### src/rtl/crc8_frame_check.sv
// CRC-8/EBU receive checker: shifts each accepted byte through the CRC LSB first,
// forwards payload one byte behind (so the CRC byte is stripped) and reports per frame.
module crc8_frame_check #(
    parameter int CNT_W = 16
) (
    input  logic             clk,
    input  logic             rst,
    input  logic             axiiv,
    input  logic [7:0]       axiid,
    input  logic             axiil,
    output logic             axiir,
    output logic             axiov,
    output logic [7:0]       axiod,
    output logic             axiol,
    output logic             crc_valid,
    output logic             crc_ok,
    output logic [CNT_W-1:0] good_count,
    output logic [CNT_W-1:0] bad_count
);

    typedef enum logic [1:0] {
        IDLE   = 2'd0,
        SHIFT  = 2'd1,
        REPORT = 2'd2
    } state_t;

    localparam logic [7:0] CRC_INIT = 8'hFF;
    localparam logic [7:0] POLY_REF = 8'hB8;

    state_t           state_q, state_d;
    logic [7:0]       crc_q, crc_d;
    logic [7:0]       shift_q, shift_d;
    logic [2:0]       bit_cnt_q, bit_cnt_d;
    logic [1:0]       byte_cnt_q, byte_cnt_d;
    logic             last_q, last_d;
    logic [7:0]       hold_q, hold_d;
    logic             hold_valid_q, hold_valid_d;
    logic             axiov_q, axiov_d;
    logic [7:0]       axiod_q, axiod_d;
    logic             axiol_q, axiol_d;
    logic             crc_valid_q, crc_valid_d;
    logic             crc_ok_q, crc_ok_d;
    logic [CNT_W-1:0] good_q, good_d;
    logic [CNT_W-1:0] bad_q, bad_d;

    logic             fb;
    logic [7:0]       crc_step;

    assign fb       = crc_q[0] ^ shift_q[0];
    assign crc_step = {1'b0, crc_q[7:1]} ^ (fb ? POLY_REF : 8'h00);

    always_comb begin
        state_d      = state_q;
        crc_d        = crc_q;
        shift_d      = shift_q;
        bit_cnt_d    = bit_cnt_q;
        byte_cnt_d   = byte_cnt_q;
        last_d       = last_q;
        hold_d       = hold_q;
        hold_valid_d = hold_valid_q;
        axiov_d      = 1'b0;
        axiod_d      = axiod_q;
        axiol_d      = 1'b0;
        crc_valid_d  = 1'b0;
        crc_ok_d     = crc_ok_q;
        good_d       = good_q;
        bad_d        = bad_q;

        case (state_q)
            IDLE: begin
                if (axiiv) begin
                    shift_d    = axiid;
                    last_d     = axiil;
                    bit_cnt_d  = 3'd0;
                    byte_cnt_d = (byte_cnt_q == 2'd2) ? 2'd2 : byte_cnt_q + 2'd1;
                    // A new payload byte pushes the previous one out; the CRC byte never enters hold.
                    if (!axiil) begin
                        if (hold_valid_q) begin
                            axiov_d = 1'b1;
                            axiod_d = hold_q;
                        end
                        hold_d       = axiid;
                        hold_valid_d = 1'b1;
                    end
                    state_d = SHIFT;
                end
            end
            SHIFT: begin
                crc_d     = crc_step;
                shift_d   = {1'b0, shift_q[7:1]};
                bit_cnt_d = bit_cnt_q + 3'd1;
                if (bit_cnt_q == 3'd7) begin
                    if (last_q) begin
                        // Result and final payload byte are registered so they land in the REPORT cycle.
                        state_d     = REPORT;
                        crc_valid_d = 1'b1;
                        crc_ok_d    = (crc_step == 8'h00) && (byte_cnt_q == 2'd2);
                        if (hold_valid_q) begin
                            axiov_d = 1'b1;
                            axiol_d = 1'b1;
                            axiod_d = hold_q;
                        end
                    end else begin
                        state_d = IDLE;
                    end
                end
            end
            REPORT: begin
                if (crc_ok_q) begin
                    if (good_q != {CNT_W{1'b1}}) good_d = good_q + CNT_W'(1);
                end else begin
                    if (bad_q != {CNT_W{1'b1}}) bad_d = bad_q + CNT_W'(1);
                end
                crc_d        = CRC_INIT;
                hold_valid_d = 1'b0;
                byte_cnt_d   = 2'd0;
                last_d       = 1'b0;
                state_d      = IDLE;
            end
            default: state_d = IDLE;
        endcase
    end

    always_ff @(posedge clk or posedge rst) begin
        if (rst) begin
            state_q      <= IDLE;
            crc_q        <= CRC_INIT;
            shift_q      <= 8'h00;
            bit_cnt_q    <= 3'd0;
            byte_cnt_q   <= 2'd0;
            last_q       <= 1'b0;
            hold_q       <= 8'h00;
            hold_valid_q <= 1'b0;
            axiov_q      <= 1'b0;
            axiod_q      <= 8'h00;
            axiol_q      <= 1'b0;
            crc_valid_q  <= 1'b0;
            crc_ok_q     <= 1'b0;
            good_q       <= '0;
            bad_q        <= '0;
        end else begin
            state_q      <= state_d;
            crc_q        <= crc_d;
            shift_q      <= shift_d;
            bit_cnt_q    <= bit_cnt_d;
            byte_cnt_q   <= byte_cnt_d;
            last_q       <= last_d;
            hold_q       <= hold_d;
            hold_valid_q <= hold_valid_d;
            axiov_q      <= axiov_d;
            axiod_q      <= axiod_d;
            axiol_q      <= axiol_d;
            crc_valid_q  <= crc_valid_d;
            crc_ok_q     <= crc_ok_d;
            good_q       <= good_d;
            bad_q        <= bad_d;
        end
    end

    assign axiir      = (state_q == IDLE);
    assign axiov      = axiov_q;
    assign axiod      = axiod_q;
    assign axiol      = axiol_q;
    assign crc_valid  = crc_valid_q;
    assign crc_ok     = crc_ok_q;
    assign good_count = good_q;
    assign bad_count  = bad_q;

endmodule

### config.mk
export PLATFORM = sky130hd
export DESIGN_NAME = crc8_frame_check
export DESIGN_NICKNAME = d
export VERILOG_FILES = /design/src/rtl/crc8_frame_check.sv
export SDC_FILE = /design/constraint.sdc
export NUM_CORES = 1
export LEC_CHECK = 0
export BUFFER_PORTS_ARGS = -buffer_cell sky130_fd_sc_hd__clkbuf_2
export CORE_UTILIZATION = 56
export DETAILED_ROUTE_END_ITERATION = 8
export GPL_TIMING_DRIVEN = 0
export PLACE_DENSITY = 0.81
export SYNTH_ARGS = -nofsm -noshare
export SYNTH_HDL_FRONTEND = slang
export SYNTH_SLANG_ARGS = --single-unit
### constraint.sdc
create_clock -name clk -period 2.95 [get_ports clk]
set_clock_uncertainty 0.15 [all_clocks]
set_input_delay 0.59 -clock clk [delete_from_list [all_inputs] [get_ports clk]]
set_output_delay 0.59 -clock clk [all_outputs]
set_load 0.1 [all_outputs]
; ---- Word level (Yosys, flattened, before mapping)
; Index checks and enable logic that the tools add are counted.
[op_classes]
reduce_logical = 15
muxes = 34
addsub = 4
bitwise = 4
n_eq_ne = 10
[op_table]
columns = cell, n
row1 = $mux W8, 7
row2 = $pmux W8 S2, 3
row3 = $add A16 B1 Y16 const B, 2
row4 = $ne A16 B16 Y1 const B, 2
row5 = $reduce_and A3 Y1, 5
row6 = $mux W1, 12
row7 = $mux W2, 5
row8 = $logic_not A8 Y1, 1
row9 = $ne A2 B2 Y1 const B, 4
row10 = $pmux W2 S2, 2
row11 = $xor A7 B8 Y8, 1
row12 = $pmux W1 S2, 3
row13 = $pmux W3 S2, 1
row14 = $reduce_and A2 Y1, 3
row15 = $reduce_bool A2 Y1, 3
row16 = $reduce_and A5 Y1, 1
row17 = $eq A2 B2 Y1 const B, 2
row18 = $add A3 B1 Y3 const B, 1
row19 = $eq A3 B3 Y1 const B, 1
row20 = $mux W3, 1
row21 = $add A2 B1 Y2 const B, 1
row22 = $eq A2 B1 Y1 const B, 1
row23 = $logic_not A2 Y1, 1
row24 = $not A1 Y1, 2
row25 = other kinds (2), 2
[totals]
wordCells = 82
regBits = 77
out_inout_bits = 45

; ---- Depth between registers and ports, before layout
; Gate-level depths: netlist (run 1).
[depth]
ltp_word = 5
mapped_depth = 7
mapped_depth_nobuf = 6

; ---- Least setup slack after synthesis (run 1)
; OpenSTA, ideal clock, no wires.
[synth_path]
path_type = register to register
startpoint = register state_q[1]
endpoint = register axiod_q[0] (netlist: axiod[0])
arrival_ns = 2.498
t_required_ns = 2.675
setup_ns = 0.125
stages_incl_launch_ff = 7
period_less_slack_ns = 2.773
n_path_buf = 1
path_slack_ns = 0.177
path_cell_list = dfrtp_1 -> inv_1 -> ha_1 -> buf_2 -> o21ai_0 -> a221oi_2 -> mux2_2
[synth_between]
elab_chain_len = 3
word_cells_on_any_way = 9
cone_classes = eq/ne: 5 / mux: 1 / reduce/logical: 3
[synth_lines]
columns = element, line
row1 = "start, declared", 30  ; state_t state_q, state_d;
row2 = "start signal, assigned", 142  ; state_q <= state_d;
row3 = $logic_not A2 Y1 (*), --
row4 = net axiir, 11  ; output logic axiir,
row5 = $ne A2 B2 Y1 (no source line) or $reduce_bool A2 Y1 (tied branches), --
row6 = $reduce_and A5 Y1 (no source line), --
row7 = "end signal, assigned", 151  ; axiod_q <= axiod_d;
row8 = "end, declared", 39  ; logic [7:0] axiod_q, axiod_d;
; Mark *: on every way through the listed nets, which the timed path passes. The rest lies on a longest branch.
; A chain may end at the register's enable or synchronous reset.

; ---- Final worst setup path (run 1)
[layout_path]
startpoint = register state_q[0]
endpoint = register axiod_q[5] (netlist: axiod[5])
[layout_between]
elab_chain_len = 3
word_cells_on_any_way = 9
cone_classes = eq/ne: 5 / mux: 1 / reduce/logical: 3
[layout_lines]
columns = element, line
row1 = $eq A2 B1 Y1 or $logic_not A2 Y1 (tied branches), 69  ; case (state_q)
row2 = $ne A2 B2 Y1 (no source line) or $reduce_bool A2 Y1 (tied branches), --
row3 = $reduce_and A5 Y1 (no source line), --
; Several ways; a longest one is shown, not always the timed one.

==> results of run 1 <==
-- routing by layer --
metal	vias to the layer above	share of wire, %
li1	1289	-
met1	1340	45
met2	57	50
met3	9	3.9
met4	0	1.4
met5	-	0
-- registers in the layout (all words and copies together), names as in the netlist, 2 cells and up --
signal	cells
axiod	8
bad_count	16
bit_cnt_q	3
byte_cnt_q	2
crc_q	8
good_count	16
hold_q	8
shift_q	8
state_q	2
-- area by class of cell --
type	count	area, um^2	share of cell area [%]
inverters	13	51.3	1.23
repair buffers	57	308	7.39
clock inverters	4	45.0	1.08
plain buffers	10	40.0	0.962
flip-flops and latches	77	1940	46.5
multi-input cells	219	1520	36.6
well taps	75	93.8	2.25
clock buffers	12	165	3.97
-- synth_stat cells (2+ instances only) --
cell type	count
a211oi_1	2
xor2_1	18
o21ai_0	9
nor3_1	11
nand3_2	2
nor4_1	3
o22ai_1	15
nand2b_1	4
and3_1	5
and2_1	3
mux2_2	17
dfrtp_1	69
nor2_1	21
xnor2_1	14
nand3_1	11
clkbuf_1	6
a32o_1	4
nand4_1	11
buf_2	2
and4_1	2
dfstp_2	8
buf_1	2
a31oi_1	4
inv_1	13
o211ai_1	2
ha_1	9
nor2b_1	3
nand2_1	17
a21oi_1	19
-- report_power, final --
group | switching [uW] | internal (uW) | total, uW
Clock | 362 | 456 | 818
Sequential | 173 | 1370 | 1540
Combinational | 1040 | 437 | 1470
Total | 1570 | 2260 | 3830
-- final timing paths --
kind	depth (start not counted)	slack [ns]	to	startpoint
worst min register to register	1	0.34	good_count[13]	good_count[13]
worst max-delay path	6	0.56	axiod[5]	state_q[0]
worst max register to register	6	0.56	axiod[5]	state_q[0]
max in group asynchronous	3	1.98	crc_q[3]	rst
min in group clk	1	0.34	good_count[13]	good_count[13]
worst min-delay path	2	0.06	bad_count[15]	rst
-- cells by family after synthesis --
family                     count (synthesis)
buffers and inverters                     23
DFF                                       77
and+or+nand+nor                           98
adders and majority gates                  9
muxes                                     19
xor gates and xnor gates                  32
AOI/OAI and AO/OA                         61
-- metrics by stage --
step | setup slack (ns) | hold WS [ns] | setup TNS, ns | std cells
after floorplan | 0.177 | 0.315 | 0 | 319
after global placement | -0.542 | 0.329 | -37.15 | 450
after detailed placement | 0.572 | 0.335 | 0 | 451
after CTS | 0.546 | 0.0596 | 0 | 467
after global routing | 0.388 | 0.0781 | 0 | 467
final | 0.558 | 0.0605 | 0 | 467
==> results.sh, run 1 <==
export IMPL_synth_nets=340
export IMPL_grt_use_met1_pct=28.4
export IMPL_hpwlAfterDp_um=5010
export IMPL_seq_area_frac_synth_pct=54.6
export IMPL_p_per_area_mw_per_mm2=921
export IMPL_grt_pass1_vias=2529
export IMPL_tritoncts="done"
export IMPL_use_met2_pct=37.8
export IMPL_met3_usage_pct=5.33
export IMPL_start_util_pct=58.9
export IMPL_coreArea_mm2=0.00603
export IMPL_min_period_ns=2.39
export IMPL_worst_setup_path_end_kind="flop"
export IMPL_critPathTopFamily="compound AO/OA/AOI/OAI gates"
export IMPL_cp_slowest_stage_delay_ns=0.64
export IMPL_path_cells="inv_1, ha_1, buf_2, o21ai_0, a221oi_2, mux2_2"
export IMPL_synth_compound_area_share_pct=10.9
export IMPL_hold_path_class="input pin to asynchronous set/reset pin"
export IMPL_cp_max_fo=9
export IMPL_cap_violations=0
export IMPL_cellLeakagePower_uw=0.00200
export IMPL_outcome="complete, no violations"
export IMPL_clk_latency_ns=0.34
export IMPL_cts_resized=0
export IMPL_postCtsSetupRepairBufs=0
export IMPL_final_cell_mix="dfrtp_1, clkbuf_2, nor2_1, a21oi_1, xor2_1"
export IMPL_synth_mux_area_fraction_pct=5.99
export IMPL_drt_iter0_drc=116
export IMPL_crit_slowest_cell="a221oi_2"
export IMPL_core_rowCount=28
export IMPL_synth_xor_area_share_pct=7.90
export IMPL_final_common_cell="dfrtp_1"
export IMPL_worst_slew_pin_slew_ns=0.831
export IMPL_finalInstanceArea_mm2=0.00416
export IMPL_grt_usage_pct=22.7
export IMPL_hold_viol=0
export IMPL_antenna_found_initial=0
export IMPL_ir_worst_vdd_mv=0.822
export IMPL_first_pass_iters=4
export IMPL_synth_simple_area_share_pct=14.9
export IMPL_synth_cells=319
export IMPL_yosys_warnings=0
export IMPL_slew_headroom_pct=44.6
export IMPL_ys_async_sr_fraction_pct=100
export IMPL_placed_area_mm2=0.00395
export IMPL_synth_largest_area_cell="dfrtp_1"
export IMPL_synth_top_family_by_area="simple AND/OR/NAND/NOR gates"
export IMPL_grt_pass1_wl_um=11400
export IMPL_detail_route_wl_per_cell_um=14.8
export IMPL_die_y_um=81.6
export IMPL_h_tree_depth=3
export IMPL_crit_type="flop to flop"
export IMPL_nets=408
export IMPL_p_total_uw=3830
export IMPL_path_buf_inv=2
export IMPL_vias=2695
export IMPL_synth_area_mm2=0.00355
export IMPL_port_buffers=56
export IMPL_yosys_most_used_dff="dfrtp_1"
export IMPL_nFillCells=444
export IMPL_grt_busiest_layer="met2"
export IMPL_antennaDiodeCount=0
export IMPL_grt_start_max_net_pins=52
export IMPL_cts_max_path_buffers=2
export IMPL_slew_viol_final=0
export IMPL_drive_above_1_share_pct=27.6
export IMPL_synthTopCellsByArea="dfrtp_1, dfstp_2, mux2_2"
export IMPL_synth_adder_area_share_pct=3.17
export IMPL_syn_area_per_cell_um2=11.1
export IMPL_synth_top_area_share_pct=48.7
export IMPL_gr_total_overflow=0
export IMPL_synth_edff_count=0
export IMPL_rsz0062_at_grt="no"
export IMPL_post_route_period_util_pct=81.1
export IMPL_fmax_mhz=418
export IMPL_cp_data_arrival_time_ns=2.47
export IMPL_gp_congestion=0.833
export IMPL_worstPathRequired_ns=3.02
export IMPL_ys_types=42
export IMPL_cts_sinks=77
export IMPL_cts_hold_buf=0
export IMPL_cp_start_kind="flop"
export IMPL_via_per_inst=5.77
export IMPL_drc=0
export IMPL_io_pins=57
export IMPL_die_area_mm2=0.00666
export IMPL_ys_seq_elements=77
export IMPL_die_w_um=81.6
export IMPL_cts_buffers=9
export IMPL_antenna_left=0
export IMPL_clkTransAtPathRegs_ns=0.08
export IMPL_wl_um=6910
export IMPL_finalSetupViolCount=0
export IMPL_cts_root_buf="clkbuf_8"
export IMPL_final_core_util_pct=69.1
export IMPL_area_growth_syn_to_layout_pct=17.3
Note: power is estimated with default switching activity, not from simulation.
==> run 2, diff against run 1 <==
==> constraint.sdc (replaced) <==
create_clock -name clk -period 2.5 [get_ports clk]
set_clock_uncertainty 0.15 [all_clocks]
set_input_delay 0.5 -clock clk [delete_from_list [all_inputs] [get_ports clk]]
set_output_delay 0.5 -clock clk [all_outputs]
set_load 0.1 [all_outputs]
==> run 2 against run 1 <==
Via count shrank 0.30%; critical path depth grew 1; sequential cell count stayed put; clock power is 10% higher; critical endpoint is now hold_q[2]; largest power group unchanged.
==> results.sh, run 2 (synthesis results as in run 1) <==
export IMPL_worstPathRequired_ns=2.58
export IMPL_worst_setup_path_end_kind="flop"
export IMPL_tritoncts="done"
export IMPL_hold_path_class="input pin to asynchronous set/reset pin"
export IMPL_drt_iter0_drc=114
export IMPL_die_w_um=81.6
export IMPL_grt_pass1_vias=2482
export IMPL_io_pins=57
export IMPL_placed_area_mm2=0.00395
export IMPL_first_pass_iters=4
export IMPL_cts_max_path_buffers=2
export IMPL_ir_worst_vdd_mv=1.04
export IMPL_final_common_cell="dfrtp_1"
export IMPL_vias=2687
export IMPL_die_area_mm2=0.00666
export IMPL_drc=0
export IMPL_nets=408
export IMPL_final_cell_mix="dfrtp_1, clkbuf_2, nor2_1, a21oi_1, xor2_1"
export IMPL_cap_violations=0
export IMPL_cts_root_buf="clkbuf_8"
export IMPL_p_per_area_mw_per_mm2=1070
export IMPL_cts_hold_buf=0
export IMPL_port_buffers=56
export IMPL_gr_total_overflow=0
export IMPL_cp_start_kind="flop"
export IMPL_core_rowCount=28
export IMPL_min_period_ns=2.25
export IMPL_cts_buffers=9
export IMPL_antennaDiodeCount=0
export IMPL_detail_route_wl_per_cell_um=14.6
export IMPL_rsz0062_at_grt="no"
export IMPL_grt_usage_pct=22.7
export IMPL_wl_um=6820
export IMPL_crit_type="flop to flop"
export IMPL_outcome="complete, no violations"
export IMPL_hpwlAfterDp_um=4830
export IMPL_cp_max_fo=10
export IMPL_holdWs_ns=0.150
export IMPL_final_core_util_pct=69.0
export IMPL_die_y_um=81.6
export IMPL_slew_viol_final=0
export IMPL_finalSetupViolCount=0
export IMPL_clk_latency_ns=0.34
export IMPL_start_util_pct=58.9
export IMPL_drive_above_1_share_pct=28.1
export IMPL_antenna_found_initial=0
export IMPL_rr_worst_depth=7
export IMPL_finalInstanceArea_mm2=0.00416
export IMPL_grt_start_max_net_pins=41
export IMPL_hold_viol=0
export IMPL_slew_headroom_pct=43.5
export IMPL_r2r_end="hold_q[2]"
export IMPL_cts_sinks=77
export IMPL_rr_startpoint="state_q[0]"
export IMPL_clkTransAtPathRegs_ns=0.08
export IMPL_area_growth_syn_to_layout_pct=17.2
export IMPL_post_route_period_util_pct=90.0
export IMPL_cp_data_arrival_time_ns=2.33
export IMPL_antenna_left=0
export IMPL_coreArea_mm2=0.00603
export IMPL_via_per_inst=5.75
export IMPL_worst_slew_pin_slew_ns=0.846
export IMPL_gp_congestion=0.832
export IMPL_setup_tns_ns=0
export IMPL_grt_pass1_wl_um=11400
export IMPL_h_tree_depth=3
export IMPL_cellLeakagePower_uw=0.00198
export IMPL_fmax_mhz=445
export IMPL_r2r_slack_ns=0.25
==> run 2: cell types whose count changed in the layout (fill, tap and decap cells not counted), moves of 2 or more <==
| cell | change |
|---|---|
| clkinvlp_4 | +3 |
| clkinv_2 | -3 |
| dfrtp_1 | -2 |
| dfrtp_2 | +2 |
==> run 2: worst max path at each step <==
stage / startpoint / end / slack, ns / depth (start not counted)
3_3_place_gp: state_q[1] / axiod[2] / 0.19 / 6
4_1_cts: state_q[1] / axiod[1] / 0.15 / 6
2_1_floorplan: bad_count[7] / bad_count[1] / -0.11 / 5
3_5_place_dp: state_q[1] / axiod[0] / 0.19 / 6
6_report: state_q[0] / hold_q[2] / 0.25 / 7
5_1_grt: state_q[0] / hold_q[1] / 0.08 / 7
==> run 2: power by group <==
part	internal [uW]	switching [uW]
Combinational	526	1220
Clock	470	430
Sequential	1620	207
Total	2610	1860
==> run 2: timing repair <==
item                                   CTS  global route
setup endpoints to repair                0             4
setup buffers                            0             0
endpoints found under the hold margin    0             0
resized for setup                        0             1
==> run 2: final cells by class <==
| class | count | area, um^2 |
|---|---|---|
| tap | 75 | 93.8 |
| inverter | 13 | 52.6 |
| fill | 454 | 1870 |
| timing repair buffer | 57 | 300 |
| clock inverter | 2 | 15.0 |
| clock buffer | 14 | 183 |
| sequential | 77 | 1940 |
| buffer | 10 | 40.0 |
| multi-input combinational | 219 | 1540 |
==> run 2: metal layers <==
layer	track usage, %	vias to the layer above	part of all wire [%]
met5	0	-	0
met3	5.67	8	4.4
li1	-	1287	-
met2	37.8	77	49
met1	28.6	1315	45
met4	8.60	0	1.3
==> run 2: critical path: stages, from the launching register on <==
cell,delay (ns)
dfrtp_1,0.37
inv_1,0.09
ha_2,0.20
buf_2,0.17
and2_1,0.22
nand2b_1,0.08
clkbuf_1,0.45
mux2_2,0.40
==> run 2: stage by stage <==
step	cells	setup WS (ns)	total power, uW
global placement	450	0.187	3490
finish	467	0.251	4470
detailed placement	451	0.193	3570
global route	467	0.0775	4710
CTS	467	0.149	4480
floorplan	319	-0.108	3240
